==> src/rtl/ram_arb_2to1.sv <==
// ram_arb_2to1: two-port arbiter in front of one single-port synchronous RAM.
// Port 0 (fetch) and port 1 (load/store) share the RAM through a valid/ready
// handshake. A small owner FIFO remembers which port issued each outstanding
// read, so in-order read responses are steered back to the right port.
//
// Build option: define RAM_ARB_FIXED_PRIO_EN to make port 0 always win a new
// arbitration; the round-robin pointer then disappears. The stall lock (HOLD)
// behaves the same in both builds.
module ram_arb_2to1 #(
  parameter int AddrWidth      = 8,
  parameter int DataWidth      = 32,
  parameter int MaxOutstanding = 2
) (
  input  logic                   clk_i,
  input  logic                   rst_i,
  // port 0 (instruction fetch)
  input  logic                   p0_valid_i,
  output logic                   p0_ready_o,
  input  logic [AddrWidth-1:0]   p0_addr_i,
  input  logic [DataWidth-1:0]   p0_wr_data_i,
  input  logic [DataWidth/8-1:0] p0_wr_en_i,
  output logic [DataWidth-1:0]   p0_rd_data_o,
  output logic                   p0_rd_valid_o,
  // port 1 (load/store)
  input  logic                   p1_valid_i,
  output logic                   p1_ready_o,
  input  logic [AddrWidth-1:0]   p1_addr_i,
  input  logic [DataWidth-1:0]   p1_wr_data_i,
  input  logic [DataWidth/8-1:0] p1_wr_en_i,
  output logic [DataWidth-1:0]   p1_rd_data_o,
  output logic                   p1_rd_valid_o,
  // RAM side
  output logic                   mem_valid_o,
  input  logic                   mem_ready_i,
  output logic [AddrWidth-1:0]   mem_addr_o,
  output logic [DataWidth-1:0]   mem_wr_data_o,
  output logic [DataWidth/8-1:0] mem_wr_en_o,
  input  logic [DataWidth-1:0]   mem_rd_data_i,
  input  logic                   mem_rd_valid_i,
  // sticky unexpected-response flag
  output logic                   err_o
);

  localparam int MaskWidth = DataWidth / 8;
  localparam int PtrW      = (MaxOutstanding > 1) ? $clog2(MaxOutstanding) : 1;
  localparam int CntW      = $clog2(MaxOutstanding + 1);
  localparam logic [PtrW-1:0] PtrLast = PtrW'(MaxOutstanding - 1);
  localparam logic [CntW-1:0] CntMax  = CntW'(MaxOutstanding);

  typedef enum logic {
    ST_ARB  = 1'b0,
    ST_HOLD = 1'b1
  } state_e;

  state_e state_q, state_d;
  logic   lock_q, lock_d;

  // owner FIFO: one bit per outstanding read (0 = port 0, 1 = port 1)
  logic [(1<<PtrW)-1:0] owner_q;
  logic [PtrW-1:0]      wr_ptr_q, wr_ptr_d;
  logic [PtrW-1:0]      rd_ptr_q, rd_ptr_d;
  logic [CntW-1:0]      count_q, count_d;

  // err_q is the sticky error; armed_q opens the error check once the first
  // post-reset request has been accepted, so stale responses are ignored.
  logic err_q, err_d;
  logic armed_q, armed_d;

  // selection / handshake
  logic                 win;
  logic                 win_valid;
  logic [AddrWidth-1:0] win_addr;
  logic [DataWidth-1:0] win_data;
  logic [MaskWidth-1:0] win_mask;
  logic                 win_is_write;
  logic                 can_issue;
  logic                 issue;
  logic                 accept;
  logic                 push;
  logic                 pop;
  logic                 head;
  logic                 fifo_empty;

`ifndef RAM_ARB_FIXED_PRIO_EN
  logic prio_q, prio_d;
`endif

  // Pick the port that drives the RAM: the locked port while stalled,
  // otherwise the arbitration winner among valid requesters.
  always_comb begin
    win = 1'b0;
    if (state_q == ST_HOLD) begin
      win = lock_q;
    end else begin
`ifdef RAM_ARB_FIXED_PRIO_EN
      win = p0_valid_i ? 1'b0 : 1'b1;
`else
      if (p0_valid_i && p1_valid_i) begin
        win = prio_q;
      end else begin
        win = p0_valid_i ? 1'b0 : 1'b1;
      end
`endif
    end
  end

  // Request mux and issue qualification; a read needs a free owner slot,
  // a write never waits on outstanding reads. The response path does not
  // feed this logic, so mem_rd_valid_i never reaches any ready_o.
  always_comb begin
    win_valid    = win ? p1_valid_i   : p0_valid_i;
    win_addr     = win ? p1_addr_i    : p0_addr_i;
    win_data     = win ? p1_wr_data_i : p0_wr_data_i;
    win_mask     = win ? p1_wr_en_i   : p0_wr_en_i;
    win_is_write = |win_mask;
    can_issue    = (count_q < CntMax) || win_is_write;
    issue        = win_valid && can_issue && !rst_i;
    accept       = issue && mem_ready_i;
  end

  // Next-state logic for the arbitration FSM (lock and priority included).
  always_comb begin
    state_d = state_q;
    lock_d  = lock_q;
`ifndef RAM_ARB_FIXED_PRIO_EN
    prio_d  = prio_q;
`endif
    case (state_q)
      ST_ARB: begin
        if (issue && !mem_ready_i) begin
          lock_d  = win;
          state_d = ST_HOLD;
        end
      end
      ST_HOLD: begin
        if (accept) begin
          state_d = ST_ARB;
        end
      end
      default: begin
        state_d = ST_ARB;
      end
    endcase
`ifndef RAM_ARB_FIXED_PRIO_EN
    if (accept) begin
      prio_d = ~win;
    end
`endif
  end

  // Owner FIFO bookkeeping and error detection.
  always_comb begin
    fifo_empty = (count_q == '0);
    head       = owner_q[rd_ptr_q];
    push       = accept && !win_is_write;
    pop        = mem_rd_valid_i && !fifo_empty;

    wr_ptr_d = wr_ptr_q;
    if (push) begin
      wr_ptr_d = (wr_ptr_q == PtrLast) ? '0 : wr_ptr_q + 1'b1;
    end
    rd_ptr_d = rd_ptr_q;
    if (pop) begin
      rd_ptr_d = (rd_ptr_q == PtrLast) ? '0 : rd_ptr_q + 1'b1;
    end

    count_d = count_q;
    case ({push, pop})
      2'b10:   count_d = count_q + 1'b1;
      2'b01:   count_d = count_q - 1'b1;
      default: count_d = count_q;
    endcase

    armed_d = armed_q || accept;
    err_d   = err_q || (mem_rd_valid_i && fifo_empty && armed_q);
  end

  // Output drive; everything is forced low while reset is held.
  always_comb begin
    mem_valid_o   = issue;
    mem_addr_o    = rst_i ? '0 : win_addr;
    mem_wr_data_o = rst_i ? '0 : win_data;
    mem_wr_en_o   = rst_i ? '0 : win_mask;
    p0_ready_o    = accept && (win == 1'b0);
    p1_ready_o    = accept && (win == 1'b1);
    p0_rd_valid_o = !rst_i && mem_rd_valid_i && !fifo_empty && (head == 1'b0);
    p1_rd_valid_o = !rst_i && mem_rd_valid_i && !fifo_empty && (head == 1'b1);
    p0_rd_data_o  = rst_i ? '0 : mem_rd_data_i;
    p1_rd_data_o  = rst_i ? '0 : mem_rd_data_i;
    err_o         = err_q;
  end

  // Control state registers with asynchronous reset.
  always_ff @(posedge clk_i or posedge rst_i) begin
    if (rst_i) begin
      state_q  <= ST_ARB;
      lock_q   <= 1'b0;
      wr_ptr_q <= '0;
      rd_ptr_q <= '0;
      count_q  <= '0;
      err_q    <= 1'b0;
      armed_q  <= 1'b0;
    end else begin
      state_q  <= state_d;
      lock_q   <= lock_d;
      wr_ptr_q <= wr_ptr_d;
      rd_ptr_q <= rd_ptr_d;
      count_q  <= count_d;
      err_q    <= err_d;
      armed_q  <= armed_d;
    end
  end

`ifndef RAM_ARB_FIXED_PRIO_EN
  // Round-robin pointer: starts with port 0 favoured after reset.
  always_ff @(posedge clk_i or posedge rst_i) begin
    if (rst_i) begin
      prio_q <= 1'b0;
    end else begin
      prio_q <= prio_d;
    end
  end
`endif

  // Owner slot storage; only entries below count are ever consulted.
  always_ff @(posedge clk_i) begin
    if (push) begin
      owner_q[wr_ptr_q] <= win;
    end
  end

endmodule

==> config.mk <==
export PLATFORM = sky130hd
export DESIGN_NAME = ram_arb_2to1
export DESIGN_NICKNAME = d
export VERILOG_FILES = /design/src/rtl/ram_arb_2to1.sv
export SDC_FILE = /design/constraint.sdc
export NUM_CORES = 1
export LEC_CHECK = 0
export CAP_MARGIN = 20
export CORE_AREA = 5 5 89 91
export DETAILED_ROUTE_END_ITERATION = 6
export DIE_AREA = 0 0 94 96
export GPL_ROUTABILITY_DRIVEN = 0
export PLACE_DENSITY = 0.79
export RECOVER_POWER = 100
export SYNTH_ARGS = -nofsm -noshare
export SYNTH_HDL_FRONTEND = slang
export SYNTH_SLANG_ARGS = --single-unit
==> constraint.sdc <==
create_clock -name clk_i -period 4.4 [get_ports clk_i]
set_input_delay 1.1 -clock clk_i [delete_from_list [all_inputs] [get_ports clk_i]]
set_output_delay 1.1 -clock clk_i [all_outputs]
set_load 0.01 [all_outputs]
Word-level counts from Yosys, hierarchy flattened
Index checks and enable logic that the tools add are counted.
{"block": "word_totals", "out_inout_bits": 114, "wordCells": 71, "regBits": 11, "in_bits": 126}
{"block": "classes", "eq_ne": 2, "reduce_logical": 27, "n_mux": 22, "n_lt_le_gt_ge": 4, "n_addsub": 4, "bitwise": 3}
{"operator": "2-to-1 mux 32 bit", "n": 3}
{"operator": "logical AND 1 bit", "n": 16}
{"operator": "2-to-1 mux 8 bit", "n": 2}
{"operator": "2-to-1 mux 1 bit", "n": 11}
{"operator": "2-to-1 mux 4 bit", "n": 2}
{"operator": "zero test 1 bit", "n": 4}
{"operator": "< comparator 1 x 2 -> 1 bit, second input constant", "n": 2}
{"operator": "case mux 2 bit (2 select lines)", "n": 1}
{"operator": "OR reduction 4 bit", "n": 1}
{"operator": "logical OR 1 bit", "n": 3}
{"operator": "inverter 1 bit", "n": 3}
{"operator": "adder 1 bit, second input constant", "n": 2}
{"operator": "adder 2 x 1 -> 2 bit, second input constant", "n": 1}
{"operator": "bitwise mux 2 bit", "n": 1}
{"operator": "== test 2 x 1 -> 1 bit, second input constant", "n": 1}
{"operator": "== test 2 bit, second input constant", "n": 1}
{"operator": "zero test 2 bit", "n": 1}
{"operator": "< comparator 2 bit, second input constant", "n": 1}
{"operator": "case mux 1 bit (2 select lines)", "n": 1}
{"operator": "AND reduction 2 bit", "n": 1}
{"operator": "nonzero test 2 bit", "n": 1}
{"operator": "subtractor 2 x 1 -> 2 bit, second input constant", "n": 1}
{"operator": "demux 1 bit (select 1 bit)", "n": 1}
{"operator": "greater-or-equal comparator 1 bit, second input constant", "n": 1}

Longest topological paths before layout
Gate-level depths: netlist (run 1).
{"block": "logic_depth", "depth_word": 12, "ltp_mapped": 8, "depth_no_buf": 8}

Least setup slack after synthesis (run 1)
OpenSTA, ideal clock, no wires.
{"block": "synth_timing", "kind": "input to output", "from": "input p0_valid_i", "to": "output mem_addr_o[3]", "cell_stages": 6, "setup_slack_ns": 0.996, "n_path_buf": 2, "arrival_time_ns": 2.304, "path_cell_list": "a21bo_1 > mux2i_4 > clkbuf_1 > buf_2 > nand2_1 > a21oi_1"}
{"block": "synth_via", "elab_chain_cells": 5, "elab_cells_between_ends": 6, "cone_classes": "mux (5); reduce/logical (1)"}
{"element": "start: declaration", "line_no": "17", "source": "input logic p0_valid_i,"}
{"element": "2-to-1 mux 1 bit or logical AND 1 bit (tied branches)", "line_no": "101, 98"}
{"element": "2-to-1 mux 1 bit (*)", "line_no": "98", "source": "if (p0_valid_i && p1_valid_i) begin"}
{"element": "2-to-1 mux 1 bit (*)", "line_no": "92", "source": "if (state_q == ST_HOLD) begin"}
{"element": "2-to-1 mux 8 bit (*)", "line_no": "112", "source": "win_addr = win ? p1_addr_i : p0_addr_i;"}
{"element": "2-to-1 mux 8 bit (*)", "line_no": "181", "source": "mem_addr_o = rst_i ? '0 : win_addr;"}
{"element": "end: declaration", "line_no": "35", "source": "output logic [AddrWidth-1:0] mem_addr_o,"}
Mark *: on every way between the ends. The rest lies on a longest branch, timed or not.

Final worst setup path (run 1)
{"block": "layout_timing", "from": "input p0_valid_i", "to": "output mem_valid_o"}
{"block": "layout_via", "elab_chain_cells": 8, "elab_cells_between_ends": 10, "cone_classes": "mux (5); reduce/logical (5)"}
{"element": "2-to-1 mux 1 bit or logical AND 1 bit (tied branches)", "line_no": "101, 98"}
{"element": "2-to-1 mux 1 bit", "line_no": "98"}
{"element": "2-to-1 mux 1 bit", "line_no": "92"}
{"element": "2-to-1 mux 4 bit", "line_no": "114", "source": "win_mask = win ? p1_wr_en_i : p0_wr_en_i;"}
{"element": "OR reduction 4 bit", "line_no": "115", "source": "win_is_write = |win_mask;"}
{"element": "logical OR 1 bit", "line_no": "116", "source": "can_issue = (count_q < CntMax) || win_is_write;"}
{"element": "logical AND 1 bit (*) (2 in a row)", "line_no": "117", "source": "issue = win_valid && can_issue && !rst_i;"}
{"element": "end: declaration", "line_no": "33", "source": "output logic mem_valid_o,"}
Marks and branches as above.

==> out/metrics.yaml, run 1 <==
wl_microns: 8932
hold_violations: 0
drv_cap: 0
r2r_cells: 9
tritoncts: "built"
wl_per_cell_microns: 15.70
grt_pass1_wl_microns: 13000
crit_type: "in -> out"
fill_cells: 668
io_buffers: 239
hold_depth: 1
grt_util_all_layers_pct: 18.07
cts_resized: 0
post-route-min-period_ns: 4.296
yosysTopAreaCell: "nand2_1"
drv_slew: 0
core_sq_mm: 0.007059
num_vias: 2473
critical_path_required_ns: 3.30
die_h_microns: 96
first_global_vias: 2456
num_rows: 31
power.density_mw_per_mm2: 305.9
route.detailed.drc: 0
p_leak_nw: 1.694
cts.reportedPaths.clkPinSlew_ns: 0.05
dr.first_iter.drc_count: 44
synth-seq-cells: 11
synth_area_sq_mm: 0.001669
clock_latency_ns: 0.23
status: "complete, no violations"
cts_buffer_depth: 2
r2r-start: "prio_q"
initial_core_util_pct: 23.64
end_kind: "output port"
firstDrtPassIters: 4
cts_hold_buffers: 0
ir_worst_vdd_v: 0.0002128
r2r_setup_slack_ns: 2.10
numCtsBuffers: 3
synth_nets: 397
fin_area_sq_mm: 0.004013
layout.nets: 598
r2r-end: "count_q[1]"
pin_count: 240
slew_headroom_pct: 65.37
synth_seq_area_share_pct: 17.09
area_growth_pct: 140.4
utilization_pct: 56.84
synth_warnings: 0
post-cts-setup-buffers: 0
power.total_mw: 1.228
min_period_over_period_pct: 97.65
viasPerCell: 4.346
setup_viol: 0
avgSynthCellArea_sq_um: 6.182
clock-root-buffer: "clkbuf_8"
ant_nets: 0
fin_skew_ns: 0.001645
antenna_found_initial: 2
rsz0062_at_grt: "false"
finalSetupTns_ns: 0
gr-total-overflow: 0
post-dp-hpwl_microns: 7703
cts_sinks: 11
grt_max_degree: 58
tightestPinTransition_ns: 0.5195
synth_top_area_share_pct: 20.46
cp.arrival_ns: 3.20
min-delay-start: "err_o"
crit_fanout: 3
drive_above_1_share_pct: 3.191
syn_inst: 270
h-tree-depth: 1
dpl_cell_area_sq_mm: 0.003971
netlist_top_cells_area: "nand2_1 (20%), buf_4 (14%), a21oi_1 (14%)"
startpoint_type: "input pin"
n_antenna_cell: 0
max_freq_mhz: 232.8
yosys.cell_types.count: 29
holdCritPathClass: "reg -> reg"
die-area_sq_mm: 0.009024
die_w_microns: 94
whs_endpoint: "err_o"
==> cell usage after synthesis (all sizes together) <==
| master | n |
|---|---|
| or4 | 1 |
| clkbuf | 14 |
| nand2 | 91 |
| mux2i | 4 |
| nor3b | 1 |
| and3 | 2 |
| nor4 | 2 |
| xor2 | 1 |
| nor3 | 1 |
| a21o | 1 |
| mux2 | 3 |
| a2111oi | 1 |
| nor2 | 8 |
| a31o | 1 |
| a21bo | 1 |
| inv | 5 |
| dfrtp | 9 |
| edfxtp | 2 |
| nand3b | 1 |
| a21oi | 47 |
| buf | 36 |
| o21ai | 1 |
| nor2b | 32 |
| xnor2 | 4 |
| ha | 1 |
==> final cells by class <==
cell class / instances / area [sq um] / area share, %
repair buffers: 246 / 2486 / 61.96
multi-input cells: 204 / 1054 / 26.26
flip-flops and latches: 11 / 285.3 / 7.109
well taps: 99 / 123.9 / 3.087
clock buffers: 4 / 45.04 / 1.123
inverters: 5 / 18.77 / 0.4677
==> flip-flops by register name, summed over array words and instances, names as in the netlist, named ones only <==
| signal | flops |
|---|---|
| count_q | 2 |
| owner_q | 2 |
| armed_q | 1 |
| err_o | 1 |
| lock_q | 1 |
| prio_q | 1 |
| rd_ptr_q | 1 |
| wr_ptr_q | 1 |
==> critical path, cell delays in order <==
cell	delay [ns]
clkdlybuf4s50_1	0.51
a21bo_1	0.25
mux2i_4	0.19
buf_4	0.17
mux2i_1	0.12
nor3b_2	0.28
clkdlybuf4s50_1	0.59
==> power breakdown <==
| group | switching, mW | total [mW] | internal [mW] | leakage [nW] |
|---|---|---|---|---|
| sequential | 0.0417 | 0.181 | 0.139 | 0.120 |
| clock | 0.0350 | 0.0984 | 0.0633 | 0.0228 |
| combinational | 0.432 | 0.949 | 0.516 | 1.55 |
| total | 0.509 | 1.23 | 0.718 | 1.69 |
==> cell usage in the layout, fill, tap and decap left out, drive strengths merged, types with 4 or more instances in the layout <==
| master | netlist | final |
|---|---|---|
| inv | 5 | 5 |
| mux2i | 4 | 4 |
| nand2 | 91 | 91 |
| buf | 36 | 7 |
| a21oi | 47 | 47 |
| nor2b | 32 | 32 |
| dfrtp | 9 | 9 |
| clkdlybuf4s50 | 0 | 169 |
| dlygate4sd3 | 0 | 69 |
| xnor2 | 4 | 4 |
| nor2 | 8 | 8 |
| clkbuf | 14 | 5 |
==> how the worst max path moves through the flow <==
stage / startpoint / cells after the start / to
finish: p0_valid_i / 7 / mem_valid_o
global route: p0_valid_i / 9 / mem_addr_o[3]
CTS: p0_valid_i / 7 / mem_valid_o
detailed placement: p0_valid_i / 9 / mem_wr_data_o[19]
floorplan: p0_valid_i / 6 / mem_addr_o[3]
global placement: p0_valid_i / 9 / mem_wr_data_o[19]
==> per-stage QoR <==
step	hold slack [ns]	setup WS [ns]	instances
2_1_floorplan	0.4282	0.9963	270
3_3_place_gp	0.4502	0.1647	565
3_5_place_dp	0.4569	0.1264	565
4_1_cts	0.4675	0.1235	569
5_1_grt	0.5010	0.002679	569
6_report	0.4591	0.1036	569
==> cells by family (layout without fill, tap and decap cells) <==
logic type	count (synthesis)	after routing	synth area share, %
AOI/OAI and AO/OA	52	52	16.87
xor gates and xnor gates	5	5	2.624
adders and majority gates	1	1	0.7495
buffers and inverters	55	255	19.79
DFF	11	11	17.09
muxes	7	7	5.172
and+or+nand+nor	139	139	37.71
==> layer usage <==
layer / part of all wire [%] / global-route usage (%) / vias up
li1: - / - / 1237
met1: 35 / 19.63 / 1090
met2: 52 / 34.06 / 132
met3: 11 / 7.115 / 10
met4: 0.73 / 2.046 / 4
met5: 0.30 / 0 / -
Power figures use the tool's default switching activity.
==> inputs of run 2 (changes only) <==
--- a/config.mk
+++ b/config.mk
@@ -5,10 +5,11 @@
 export SDC_FILE = /design/constraint.sdc
 export NUM_CORES = 1
 export LEC_CHECK = 0
+export ABC_AREA = 1
 export CAP_MARGIN = 20
-export CORE_AREA = 5 5 89 91
+export CORE_AREA = 5 5 90 92
 export DETAILED_ROUTE_END_ITERATION = 6
-export DIE_AREA = 0 0 94 96
+export DIE_AREA = 0 0 95 97
 export GPL_ROUTABILITY_DRIVEN = 0
 export PLACE_DENSITY = 0.79
 export RECOVER_POWER = 100
==> run 2 against run 1 <==
Final area rose by 1.7%. Non-clock buffer count is 1 lower. Combinational power is 3.5% higher. Sequential share of layout area shrank 0.12 points. Count of clock-buffer cells in the layout did not move. Sequential power is 9% lower. Critical path type unchanged. Critical endpoint is now mem_wr_data_o[8]. Highest routed layer is now met4.
==> out/metrics.yaml, run 2 <==
pin_count: 240
power.density_mw_per_mm2: 306.8
synth_edf_count: 2
h-tree-depth: 1
post-cts-setup-buffers: 0
rsz0062_at_grt: "false"
min_period_over_period_pct: 96.42
numCtsBuffers: 3
netlist_top_cells_area: "nor2_1 (26%), buf_4 (13%), dfrtp_1 (13%)"
clock_latency_ns: 0.25
cts_buffer_depth: 2
n_antenna_cell: 0
fin_cells: 624
io_buffers: 239
avgSynthCellArea_sq_um: 5.486
crit_type: "in -> out"
synth-seq-cells: 11
yosys.cell_types.count: 32
ant_nets: 0
synth_most_common_cell: "nor2_1"
initial_core_util_pct: 24.98
cts_sinks: 11
synth-async-reset-ratio_pct: 81.82
max_freq_mhz: 235.7
post-dp-hpwl_microns: 7938
ff_latch_area_sq_um: 285.3
synth_warnings: 0
synth_seq_area_share_pct: 16.00
drive_above_1_share_pct: 4.381
ys.flop_type: "dfrtp_1"
p_leak_nw: 2.016
cts_hold_buffers: 0
antenna_found_initial: 0
firstDrtPassIters: 4
core_sq_mm: 0.007137
end_kind: "output port"
grt_max_degree: 38
tightestPinTransition_ns: 0.3880
hold_violations: 0
die_h_microns: 97
first_global_vias: 2573
ir_worst_vdd_v: 0.0002143
wl_per_cell_microns: 14.56
die_w_microns: 95
yosysTopAreaCell: "nor2_1"
multiInputGateArea_sq_um: 978.4
grt_pass1_wl_microns: 13620
final_cell_mix: "clkdlybuf4s50_1 (129), nor2_1 (123), dlygate4sd3_1 (110)"
place_inst: 620
fill_cells: 668
num_vias: 2637
finalSetupTns_ns: 0
cp.arrival_ns: 3.14
startpoint_type: "input pin"
status: "complete, no violations"
cts.reportedPaths.clkPinSlew_ns: 0.05
synth_nets: 452
synthTopCellsByCount: "nor2_1 (122), inv_1 (48), o21ai_0 (42)"
layout.nets: 653
synth_area_sq_mm: 0.001783
tritoncts: "built"
slew_headroom_pct: 74.13
setup_viol: 0
crit_fanout: 26
dr.first_iter.drc_count: 61
synth_top_area_share_pct: 25.68
drv_slew: 0
route.detailed.drc: 0
drv_cap: 0
largestRegisters: "count_q: 2 flops, owner_q: 2 flops"
viasPerCell: 4.226
num_rows: 31
fin_skew_ns: 0.009338
die-area_sq_mm: 0.009215
clock-root-buffer: "clkbuf_8"
area_growth_pct: 128.8
wl_microns: 9088
mostFrequentLayoutCell: "clkdlybuf4s50_1"
grt_util_all_layers_pct: 18.69
critical_path_required_ns: 3.30
post-route-min-period_ns: 4.243
holdCritPathClass: "reg -> reg"
gr-total-overflow: 0
syn_inst: 325
[run 2: cell types whose count changed in the layout (fill, tap and decap cells not counted), sizes merged, moves of 2 or more]
cell           before  now
nand2              91   25
nor2b              32    0
o21ai               1   43
nor2                8  124
clkinv              0    2
nand4               0    2
a21oi              47    1
clkdlybuf4s50     169  129
xnor2               4    1
dlygate4sd3        69  110
mux2i               4    1
nand3               0    8
inv                 5   50
mux2                3    0
[run 2: layout make-up]
class                      count  area share (%)
sequential                    11           6.994
multi-input combinational    213           23.99
tap                           99           3.037
inverter                      52           4.816
timing repair buffer         245           60.06
clock buffer                   4           1.104
[run 2: cells by family after synthesis]
family          Yosys count  synth area share (%)
flops                    11                 16.00
xor+xnor                  3                 1.474
fa+ha+maj                 1                0.7016
simple gates            162                 39.02
buf+inv                 101                 28.98
compound gates           46                 13.26
mux                       1                0.5614
[run 2: worst paths after layout]
path	from	to	slack, ns	cells after the start
setup / recovery	p1_valid_i	mem_wr_data_o[8]	0.16	8
setup reg to reg	flop	count_q[1]	2.17	12
hold reg to reg	err_o	err_o	0.47	1
hold / removal	err_o	err_o	0.47	1
max in group asynchronous	rst_i	asynchronous set/reset pin	2.79	3
min in group asynchronous	rst_i	count_q[1]	1.41	3
[run 2: worst max-delay path: stages]
cell	delay, ns
clkdlybuf4s50_1	0.48
nand2_1	0.09
nand3_4	0.12
nand2_8	0.13
buf_4	0.24
o21ai_0	0.31
nor2_1	0.06
dlygate4sd3_1	0.61
[run 2: stage by stage]
stage	cell area, sq um	hold WS (ns)	util [%]	setup WS, ns	total power, mW
after global placement	4036	0.4542	56.56	0.2082	1.193
after CTS	4081	0.4801	57.19	0.1371	1.318
after global routing	4079	0.5020	57.15	0.02588	1.367
after detailed placement	4036	0.4661	56.56	0.1531	1.208
final	4079	0.4675	57.15	0.1573	1.251
after floorplan	1783	0.4345	-	1.263	0.7127
[run 2: per-layer routing]
layer / GRT usage [%] / routed length [microns]
met5: 0 / 0
met4: 4.772 / 154
met2: 34.06 / 4550
met1: 20.96 / 3470
met3: 5.120 / 913
[run 2: timing repair]
| item | CTS | global route |
|---|---|---|
| hold endpoints to repair | 0 | 0 |
| gates resized for setup | 0 | 1 |
| endpoints found under the setup margin | 0 | 2 |
[run 2: power by group]
| group | switching [mW] | internal, mW | total [mW] |
|---|---|---|---|
| clock network | 0.0409 | 0.0638 | 0.105 |
| registers | 0.0251 | 0.140 | 0.165 |
| logic | 0.518 | 0.464 | 0.982 |
